===== src/rtl/arb_pkg.sv =====
// Shared types and helpers for the parameterised round-robin arbiter.
package arb_pkg;

    typedef enum logic {ARB_FIXED = 1'b0, ARB_RR = 1'b1} arb_mode_e;

    typedef enum logic {ST_IDLE = 1'b0, ST_GRANTED = 1'b1} arb_state_e;

    // Width of an index/counter that must be at least one bit even for tiny ranges.
    function automatic int clog2_min1(input int value);
        return (value > 2) ? $clog2(value) : 1;
    endfunction

endpackage


===== src/rtl/param_rr_arbiter_if.sv =====
// Request/grant bundle between N clients (master) and the arbiter (slave).
interface param_rr_arbiter_if
    import arb_pkg::*;
#(
    parameter int N = 3
);

    localparam int IDW = clog2_min1(N);

    arb_mode_e      mode;
    logic [N-1:0]   req;
    logic [N-1:0]   grant;
    logic           grant_valid;
    logic [IDW-1:0] grant_id;

    modport master (
        output mode,
        output req,
        input  grant,
        input  grant_valid,
        input  grant_id
    );

    modport slave (
        input  mode,
        input  req,
        output grant,
        output grant_valid,
        output grant_id
    );

endinterface


===== src/rtl/arb_rot_prio_enc.sv =====
// Rotating priority encoder: first set bit of (req & ~exclude) searching upward
// from start_i and wrapping modulo N.
module arb_rot_prio_enc
    import arb_pkg::*;
#(
    parameter  int N   = 3,
    localparam int IDW = clog2_min1(N)
) (
    input  logic [N-1:0]   req_i,
    input  logic [IDW-1:0] start_i,
    input  logic [N-1:0]   exclude_i,
    output logic           found_o,
    output logic [N-1:0]   winner_o,
    output logic [IDW-1:0] winner_idx_o
);

    logic [N-1:0]   masked;
    logic [2*N-1:0] doubled;
    logic [N-1:0]   rotated;

    // Doubling the vector turns the wrap-around search into a plain right shift.
    always_comb begin
        int idx;
        idx          = 0;
        masked       = req_i & ~exclude_i;
        doubled      = {masked, masked};
        rotated      = N'(doubled >> start_i);
        found_o      = 1'b0;
        winner_o     = '0;
        winner_idx_o = '0;
        for (int k = 0; k < N; k++) begin
            if (!found_o && rotated[k]) begin
                found_o = 1'b1;
                idx     = int'(start_i) + k;
                if (idx >= N) begin
                    idx = idx - N;
                end
                winner_idx_o = IDW'(idx);
                winner_o     = N'(1) << idx;
            end
        end
    end

endmodule


===== src/rtl/param_rr_arbiter.sv =====
// Registered N-way arbiter with runtime fixed/round-robin selection, optional
// grant locking and a cap on consecutive locked cycles.
module param_rr_arbiter
    import arb_pkg::*;
#(
    parameter int N        = 3,
    parameter int LOCK     = 1,
    parameter int MAX_HOLD = 8
) (
    input  logic              clk,
    input  logic              rst_n,
    param_rr_arbiter_if.slave bus
);

    localparam int IDW = clog2_min1(N);
    localparam int HW  = clog2_min1(MAX_HOLD + 1);

    arb_state_e     state_q, state_d;
    logic [N-1:0]   grant_q, grant_d;
    logic           grant_valid_q, grant_valid_d;
    logic [IDW-1:0] grant_id_q, grant_id_d;
    logic [IDW-1:0] rr_ptr_q, rr_ptr_d;
    logic [HW-1:0]  hold_cnt_q, hold_cnt_d;

    logic           ownerReq;
    logic           otherReq;
    logic           capHit;
    logic           keepGrant;
    logic           capForced;
    logic [IDW-1:0] arbStart;
    logic [N-1:0]   arbExclude;
    logic           winFound;
    logic [N-1:0]   winOneHot;
    logic [IDW-1:0] winIdx;

    // A cap-forced handover only happens when someone else is waiting;
    // otherwise the owner keeps the grant and the counter just saturates.
    always_comb begin
        ownerReq   = |(bus.req & grant_q);
        otherReq   = |(bus.req & ~grant_q);
        capHit     = (MAX_HOLD != 0) && (int'(hold_cnt_q) >= MAX_HOLD - 1);
        keepGrant  = (state_q == ST_GRANTED) && (LOCK != 0) && ownerReq && !(capHit && otherReq);
        capForced  = (state_q == ST_GRANTED) && (LOCK != 0) && ownerReq && capHit && otherReq;
        arbStart   = (bus.mode == ARB_RR) ? rr_ptr_q : '0;
        arbExclude = capForced ? grant_q : '0;
    end

    arb_rot_prio_enc #(
        .N (N)
    ) u_enc (
        .req_i        (bus.req),
        .start_i      (arbStart),
        .exclude_i    (arbExclude),
        .found_o      (winFound),
        .winner_o     (winOneHot),
        .winner_idx_o (winIdx)
    );

    always_comb begin
        state_d       = state_q;
        grant_d       = grant_q;
        grant_valid_d = grant_valid_q;
        grant_id_d    = grant_id_q;
        rr_ptr_d      = rr_ptr_q;
        hold_cnt_d    = hold_cnt_q;

        if (keepGrant) begin
            if (hold_cnt_q != {HW{1'b1}}) begin
                hold_cnt_d = hold_cnt_q + HW'(1);
            end
        end else if (winFound) begin
            state_d       = ST_GRANTED;
            grant_d       = winOneHot;
            grant_valid_d = 1'b1;
            grant_id_d    = winIdx;
            hold_cnt_d    = '0;
            rr_ptr_d      = (int'(winIdx) == N - 1) ? '0 : winIdx + IDW'(1);
        end else begin
            state_d       = ST_IDLE;
            grant_d       = '0;
            grant_valid_d = 1'b0;
            grant_id_d    = '0;
            hold_cnt_d    = '0;
        end
    end

    always_ff @(posedge clk) begin
        if (!rst_n) begin
            state_q       <= ST_IDLE;
            grant_q       <= '0;
            grant_valid_q <= 1'b0;
            grant_id_q    <= '0;
            rr_ptr_q      <= '0;
            hold_cnt_q    <= '0;
        end else begin
            state_q       <= state_d;
            grant_q       <= grant_d;
            grant_valid_q <= grant_valid_d;
            grant_id_q    <= grant_id_d;
            rr_ptr_q      <= rr_ptr_d;
            hold_cnt_q    <= hold_cnt_d;
        end
    end

    assign bus.grant       = grant_q;
    assign bus.grant_valid = grant_valid_q;
    assign bus.grant_id    = grant_id_q;

endmodule


===== src/flat_wrapper.sv =====
// flat-port wrapper written by rule: the top's interface ports become plain ports
module param_rr_arbiter_flat import arb_pkg::*;
#(
    parameter int N        = 3,
    parameter int LOCK     = 1,
    parameter int MAX_HOLD = 8
)
  (clk, rst_n, bus_mode, bus_req, bus_grant, bus_grant_valid, bus_grant_id);
  param_rr_arbiter_if #(.N(N)) bus_i ();
  input  logic clk;
  input  logic rst_n;
  input wire logic [$bits(bus_i.mode)-1:0] bus_mode;
  input wire logic [$bits(bus_i.req)-1:0] bus_req;
  output wire logic [$bits(bus_i.grant)-1:0] bus_grant;
  output wire logic [$bits(bus_i.grant_valid)-1:0] bus_grant_valid;
  output wire logic [$bits(bus_i.grant_id)-1:0] bus_grant_id;
  assign bus_i.mode = bus_mode;
  assign bus_i.req = bus_req;
  assign bus_grant = bus_i.grant;
  assign bus_grant_valid = bus_i.grant_valid;
  assign bus_grant_id = bus_i.grant_id;
  param_rr_arbiter #(.N(N), .LOCK(LOCK), .MAX_HOLD(MAX_HOLD)) u_core (.clk(clk), .rst_n(rst_n), .bus(bus_i));
endmodule

===== config.mk =====
export PLATFORM = sky130hd
export DESIGN_NAME = param_rr_arbiter_flat
export DESIGN_NICKNAME = d
export VERILOG_FILES = /design/src/rtl/arb_pkg.sv /design/src/rtl/param_rr_arbiter_if.sv /design/src/rtl/arb_rot_prio_enc.sv /design/src/rtl/param_rr_arbiter.sv /design/src/flat_wrapper.sv
export SDC_FILE = /design/constraint.sdc
export NUM_CORES = 1
export LEC_CHECK = 0
export ABC_AREA = 1
export BUFFER_PORTS_ARGS = -buffer_cell sky130_fd_sc_hd__buf_2
export CAP_MARGIN = 15
export CORE_AREA = 2 2 60 62
export DETAILED_ROUTE_END_ITERATION = 7
export DIE_AREA = 0 0 62 64
export PLACE_DENSITY = 0.47
export SKIP_LAST_GASP = 1
export SLEW_MARGIN = 20
export SYNTH_ARGS = -nofsm -noshare
export SYNTH_HDL_FRONTEND = slang
export SYNTH_SLANG_ARGS = --single-unit

===== constraint.sdc =====
create_clock -name clk -period 1.9 [get_ports clk]
set_input_delay 0.38 -clock clk [delete_from_list [all_inputs] [get_ports clk]]
set_output_delay 0.38 -clock clk [all_outputs]
set_load 0.005 [all_outputs]

==> impl_metrics.json, run 1 <==
{
  "multiInputGateArea_um2": 834.6,
  "synth_compound_area_frac": 0.08083,
  "finalNetCount": 167,
  "cts_hold_buf": 0,
  "synthAdderAreaFrac": 0.05215,
  "register_area_um2": 245.2,
  "maxSlewViolCount": 0,
  "maxCapViolations": 0,
  "hp-class": "in -> reg",
  "dieWidth_um": 62,
  "start_util": 0.2922,
  "end_kind": "register",
  "insertion_delay_ps": 280,
  "synth_nets": 142,
  "hold_viol_final": 0,
  "required_ps": 2080,
  "antenna_found_initial": 0,
  "synth_xor_area_frac": 0.009126,
  "clkSinkCount": 12,
  "vias_per_cell": 4.752,
  "place_area_um2": 1125,
  "period_minus_slack_ps": 1890,
  "syn_avg_cell_area_um2": 7.270,
  "routed_wl_um": 2361,
  "grt_pass1_vias": 935,
  "max_freq_mhz": 529.2,
  "pre_cts_ws_ps": -19.96,
  "vias": 960,
  "drive_above_1_share": 0.4872,
  "die_y_um": 64,
  "vdd_drop_max_v": 0.0005224,
  "ys_ff_latch": 12,
  "stdcell_count": 202,
  "cpPeakStageDelay_ps": 360,
  "area_growth_pct": 39.37,
  "drt_iter0_drc": 26,
  "synthesis.area_um2": 959.7,
  "grt_use_total": 0.1326,
  "clk_path_buf_depth": 2,
  "grt_max_degree": 8,
  "place.gp.congestion": 0.7404,
  "p_leak_nw": 0.6285,
  "pin_count": 12,
  "hpwl_um": 1864,
  "crit_type": "reg -> reg",
  "ys_seq_area_frac": 0.2503,
  "setup_viol": 0,
  "worst_clock_skew_ps": 2.757,
  "cp.arrival_ps": 2070,
  "muxShareOfSynthArea": 0,
  "synthDistinctLibCells": 23,
  "cp_top_family": "simple AND/OR/NAND/NOR gates",
  "wl_per_cell_um": 11.69,
  "fin_hold_ws_ps": 374.9,
  "syn_inst": 132,
  "final.period_utilization": 0.9945,
  "grt_setup_unrepaired": "true",
  "critPathMostFrequentCell": "nand2_4",
  "cts-buffers-inserted": 3,
  "yosys.area_share.simple": 0.5567,
  "fill_cells": 326,
  "synth_top_family_by_area": "simple AND/OR/NAND/NOR gates",
  "cp_max_fo": 6,
  "slew_headroom": 0.7616,
  "start_kind": "register",
  "fin_util": 0.4072,
  "path_buf_inv": 0,
  "dp.cells": 196,
  "cts_tree": "yes",
  "cpMaxStageDelayCell": "dfxtp_2",
  "core_area_um2": 3284,
  "portBuffers": 11,
  "drc_errors": 0,
  "path_clk_slew_ps": 70,
  "cts_root_buf": "clkbuf_4",
  "dieArea_um2": 3968,
  "p_per_area_nw_per_um2": 1003,
  "htree_levels": 1,
  "row_count": 21,
  "grt-ovfl-total": 0,
  "stdcell_area_um2": 1338,
  "status": "completed",
  "dr.pass1.iters": 4,
  "worst_slack_ps": 10.39,
  "yosys_warnings": 0,
  "postRouteAntennaNets": 0,
  "path_cells": "ha_4 > nand2_4 > nand2_4 > nand2_4 > nor2_4 > nand2_4 > nand3_4 > nand3_4 > nand2_8 > nand3_4 > nor2_4 > nor2_4 > nand3_2 > a21oi_2",
  "grt_pass1_wl_um": 4029,
  "tightest_slew_ps": 357.5,
  "n_antenna_cell": 0
}
[kinds of logic after synthesis]
logic type                 Yosys count
buffers and inverters               13
adders and majority gates            4
xor gates and xnor gates             1
DFF                                 12
AOI/OAI and AO/OA                   13
and+or+nand+nor                     89
[routing by layer]
| layer | GRT usage | up-vias | routed length (µm) |
|---|---|---|---|
| met5 | 0 | - | 0 |
| met4 | 0.05585 | 0 | 60 |
| met3 | 0.01822 | 9 | 59 |
| met2 | 0.2214 | 17 | 1186 |
| met1 | 0.1642 | 441 | 1055 |
| li1 | - | 493 | - |
[power by group]
group / switching (W) / internal (W) / total (W) / leakage, nW
logic: 0.000480 / 0.000293 / 0.000773 / 0.507
clock network: 0.0000900 / 0.000117 / 0.000207 / 0.0210
registers: 0.0000496 / 0.000312 / 0.000361 / 0.100
[through the flow]
stage / power (W) / setup TNS, ps
floorplan: 0.0008317 / 0
global placement: 0.001001 / 0
detailed placement: 0.001010 / -30.28
CTS: 0.001260 / 0
global route: 0.001438 / -668.4
finish: 0.001341 / 0
[cells in the mapped netlist, drive strengths merged]
library cell | count | area [µm²]
nand3 | 32 | 242.7
nor2 | 11 | 58.81
o221ai | 1 | 8.760
xnor2 | 1 | 8.760
nor3 | 1 | 5.000
inv | 13 | 48.79
nand2 | 44 | 221.5
dfxtp | 12 | 240.2
a211oi | 2 | 15.01
nand4 | 1 | 6.260
a21oi | 5 | 28.78
ha | 4 | 50.05
o21ai | 5 | 25.02
[sequential cells by signal, indices dropped and copies added (netlist names)]
register / flops
u_core.bus.grant: 3
u_core.bus.grant_id: 2
u_core.hold_cnt_q: 4
u_core.rr_ptr_q: 2
u_core.state_q: 1
[tightest hold or removal path: stages]
cell and delay [ps]:
buf_2 120, nand2_2 60, inv_2 60
[cells in the final DEF (no fill, tap or decap), types with 8 or more instances in the layout]
cell     Yosys  final
buf_2        0     11
buf_4        0      8
dfxtp_1     12      8
inv_1       12     12
nand2_1     33     25
nand2_2      7      9
nand2_4      3     10
nand3_1     20     13
nand3_2      9     11
nand3_4      3      8
[final timing paths]
check | cells past startpoint | slack, ps | end | startpoint
worst max register to register | 14 | 10 | u_core.rr_ptr_q[0]$_SDFFE_PN0P_ | u_core.hold_cnt_q[0]$_SDFFE_PN0P_
worst max-delay path | 14 | 10 | u_core.rr_ptr_q[0]$_SDFFE_PN0P_ | u_core.hold_cnt_q[0]$_SDFFE_PN0P_
worst min-delay path | 3 | 370 | u_core.state_q$_SDFFE_PN0N_ | rst_n
worst min register to register | 2 | 470 | u_core.bus.grant_id[0]$_SDFFE_PN0N_ | u_core.bus.grant_id[0]$_SDFFE_PN0N_
[area by class of cell]
cell class / count / area share
multi-input cells: 108 / 0.6239
flip-flops and latches: 12 / 0.1833
repair buffers: 19 / 0.08606
well taps: 46 / 0.04303
inverters: 13 / 0.03648
clock buffers: 4 / 0.02713
[what timing repair did]
action,in CTS,in global routing
gates resized for setup,14,24
gates cloned,1,0
endpoints found under the setup margin,6,7
pin swaps,11,20
buffers inserted,0,1
Power figures use the tool's default switching activity.
==> run 2: changes to the inputs <==
--- a/config.mk
+++ b/config.mk
@@ -7,7 +7,7 @@
 export LEC_CHECK = 0
 export ABC_AREA = 1
 export BUFFER_PORTS_ARGS = -buffer_cell sky130_fd_sc_hd__buf_2
-export CAP_MARGIN = 15
+export CAP_MARGIN = 40
 export CORE_AREA = 2 2 60 62
 export DETAILED_ROUTE_END_ITERATION = 7
 export DIE_AREA = 0 0 62 64
==> constraint.sdc (replaced) <==
create_clock -name clk -period 2 [get_ports clk]
set_input_delay 0.4 -clock clk [delete_from_list [all_inputs] [get_ports clk]]
set_output_delay 0.4 -clock clk [all_outputs]
set_load 0.005 [all_outputs]
==> run 2 against run 1 <==
Against the previous run: highest routed layer unchanged; cell count shrank 1.5%; sequential power shrank 5.5%; die area is the same; clock power shrank 6%; critical path type unchanged; clock-buffer cell count is the same; clock skew grew 5.0 ps; first-iteration DRC count shrank 27%; non-clock buffer count shrank 3; critical path depth grew 2; combinational power shrank 14%; cell area shrank 6.0%.
==> impl_metrics.json, run 2 (synthesis results as in run 1) <==
{
  "grt_use_total": 0.1305,
  "drive_above_1_share": 0.3922,
  "status": "completed",
  "period_minus_slack_ps": 1914,
  "vias_per_cell": 4.693,
  "cp.arrival_ps": 2070,
  "largest_reg_flops": 4,
  "maxCapViolations": 0,
  "setup_viol": 0,
  "p_leak_nw": 0.6000,
  "path_clk_slew_ps": 80,
  "dieArea_um2": 3968,
  "grt-ovfl-total": 0,
  "grt_max_degree": 10,
  "die_y_um": 64,
  "area_growth_pct": 31.03,
  "portBuffers": 11,
  "grt_pass1_vias": 875,
  "insertion_delay_ps": 270,
  "cts_tree": "yes",
  "cpPeakStageDelay_ps": 370,
  "finalNetCount": 164,
  "hp-class": "in -> reg",
  "fin_hold_ws_ps": 427.0,
  "drc_errors": 0,
  "max_freq_mhz": 522.4,
  "hpwl_um": 1825,
  "layout_commonest_cell": "nand2_1",
  "pin_count": 12,
  "crit_type": "reg -> reg",
  "grt_setup_unrepaired": "true",
  "cp_max_fo": 5,
  "cts-buffers-inserted": 3,
  "maxSlewViolCount": 0,
  "clk_path_buf_depth": 2,
  "clkSinkCount": 12,
  "dieWidth_um": 62,
  "slew_headroom": 0.7787,
  "wl_per_cell_um": 11.61,
  "routed_wl_um": 2310,
  "worst_clock_skew_ps": 7.800,
  "cpMaxStageDelayCell": "dfxtp_2",
  "largest-register": "u_core.hold_cnt_q",
  "vdd_drop_max_v": 0.0004368,
  "htree_levels": 1,
  "end_kind": "register",
  "dr.pass1.iters": 4,
  "tightest_slew_ps": 331.9,
  "drt_iter0_drc": 19,
  "layout_common_cells": "nand2_1, nand3_1, inv_1",
  "p_per_area_nw_per_um2": 956.6,
  "postRouteAntennaNets": 0,
  "grt_pass1_wl_um": 3919,
  "stdcell_count": 199,
  "dp.cells": 192,
  "cts_root_buf": "clkbuf_4",
  "final.period_utilization": 0.9571,
  "core_area_um2": 3284,
  "n_antenna_cell": 0,
  "vias": 934,
  "place.gp.congestion": 0.8238,
  "start_util": 0.2922,
  "cts_hold_buf": 0,
  "required_ps": 2160,
  "antenna_found_initial": 0,
  "power.total_w": 0.001203,
  "hold_viol_final": 0,
  "row_count": 21,
  "path_cells": "ha_4 > nand2_4 > nand2_4 > nand2_4 > nor2_4 > nand2_2 > nand3_4 > nand3_4 > nand2_8 > nand3_4 > nand2_2 > inv_2 > nand2_2 > nor2_1 > nand2_1 > o21ai_1",
  "start_kind": "register"
}
run 2: cell types whose count changed in the layout (fill, tap and decap cells not counted), moves of 2 or more:
| cell | previous run | this run |
|---|---|---|
| buf_4 | 8 | 5 |
| nand3_2 | 11 | 5 |
| nand2_1 | 25 | 27 |
| dfxtp_1 | 8 | 10 |
| dfxtp_2 | 4 | 2 |
| nand3_1 | 13 | 19 |
run 2: final timing paths:
path,endpoint,cells past startpoint,slack [ps],startpoint
worst max-delay path,u_core.bus.grant[0]$_SDFFE_PN0N_,16,90,u_core.hold_cnt_q[1]$_SDFFE_PN0P_
worst min-delay path,u_core.bus.grant_id[0]$_SDFFE_PN0N_,3,430,rst_n
worst max register to register,u_core.bus.grant[0]$_SDFFE_PN0N_,16,90,u_core.hold_cnt_q[1]$_SDFFE_PN0P_
worst min register to register,u_core.bus.grant_id[0]$_SDFFE_PN0N_,2,470,u_core.bus.grant_id[0]$_SDFFE_PN0N_
run 2: repair_timing:
action,in CTS,in global routing
endpoints found under the setup margin,0,7
hold endpoints to repair,0,0
setup buffers,0,2
resized for setup,0,22
run 2: cell type report:
cell class	instances	area, µm²
Clock buffer	4	36.28
Fill cell	366	2027
Inverter	13	48.80
Multi-Input combinational cell	108	779.5
Sequential cell	12	242.7
Tap cell	46	57.56
Timing Repair Buffer	16	92.59
run 2: stage by stage:
| step | util | setup slack (ps) | setup TNS [ps] | area, µm² |
|---|---|---|---|---|
| 3_3_place_gp | 0.3333 | 51.89 | 0 | 1095 |
| 4_1_cts | 0.3444 | 46.38 | 0 | 1131 |
| 5_1_grt | 0.3829 | -62.72 | -261.9 | 1257 |
| 2_1_floorplan | - | 291.8 | 0 | 959.7 |
| 6_report | 0.3829 | 85.80 | 0 | 1257 |
| 3_5_place_dp | 0.3333 | 48.12 | 0 | 1095 |
run 2: worst max-delay path: cells and delay by family (launching register included):
| family | cells | cell delay, ps |
|---|---|---|
| AND/OR/NAND/NOR | 13 | 1140 |
| flip-flops | 1 | 370 |
| adder cells (fa/ha/maj) | 1 | 160 |
| AO/OA/AOI/OAI | 1 | 70 |
| buffers and inverters | 1 | 50 |
run 2: power by group:
group | internal [W] | switching (W)
sequential | 0.000293 | 0.0000476
combinational | 0.000248 | 0.000420
clock | 0.000111 | 0.0000838
total | 0.000652 | 0.000551
run 2: layer usage:
metal,global-route usage,vias up,share of wire,wire [µm]
li1,-,484,-,-
met1,0.1673,433,0.45,1036
met2,0.2109,13,0.51,1185
met3,0.01822,4,0.018,42
met4,0.05585,0,0.020,46
met5,0,-,0,0
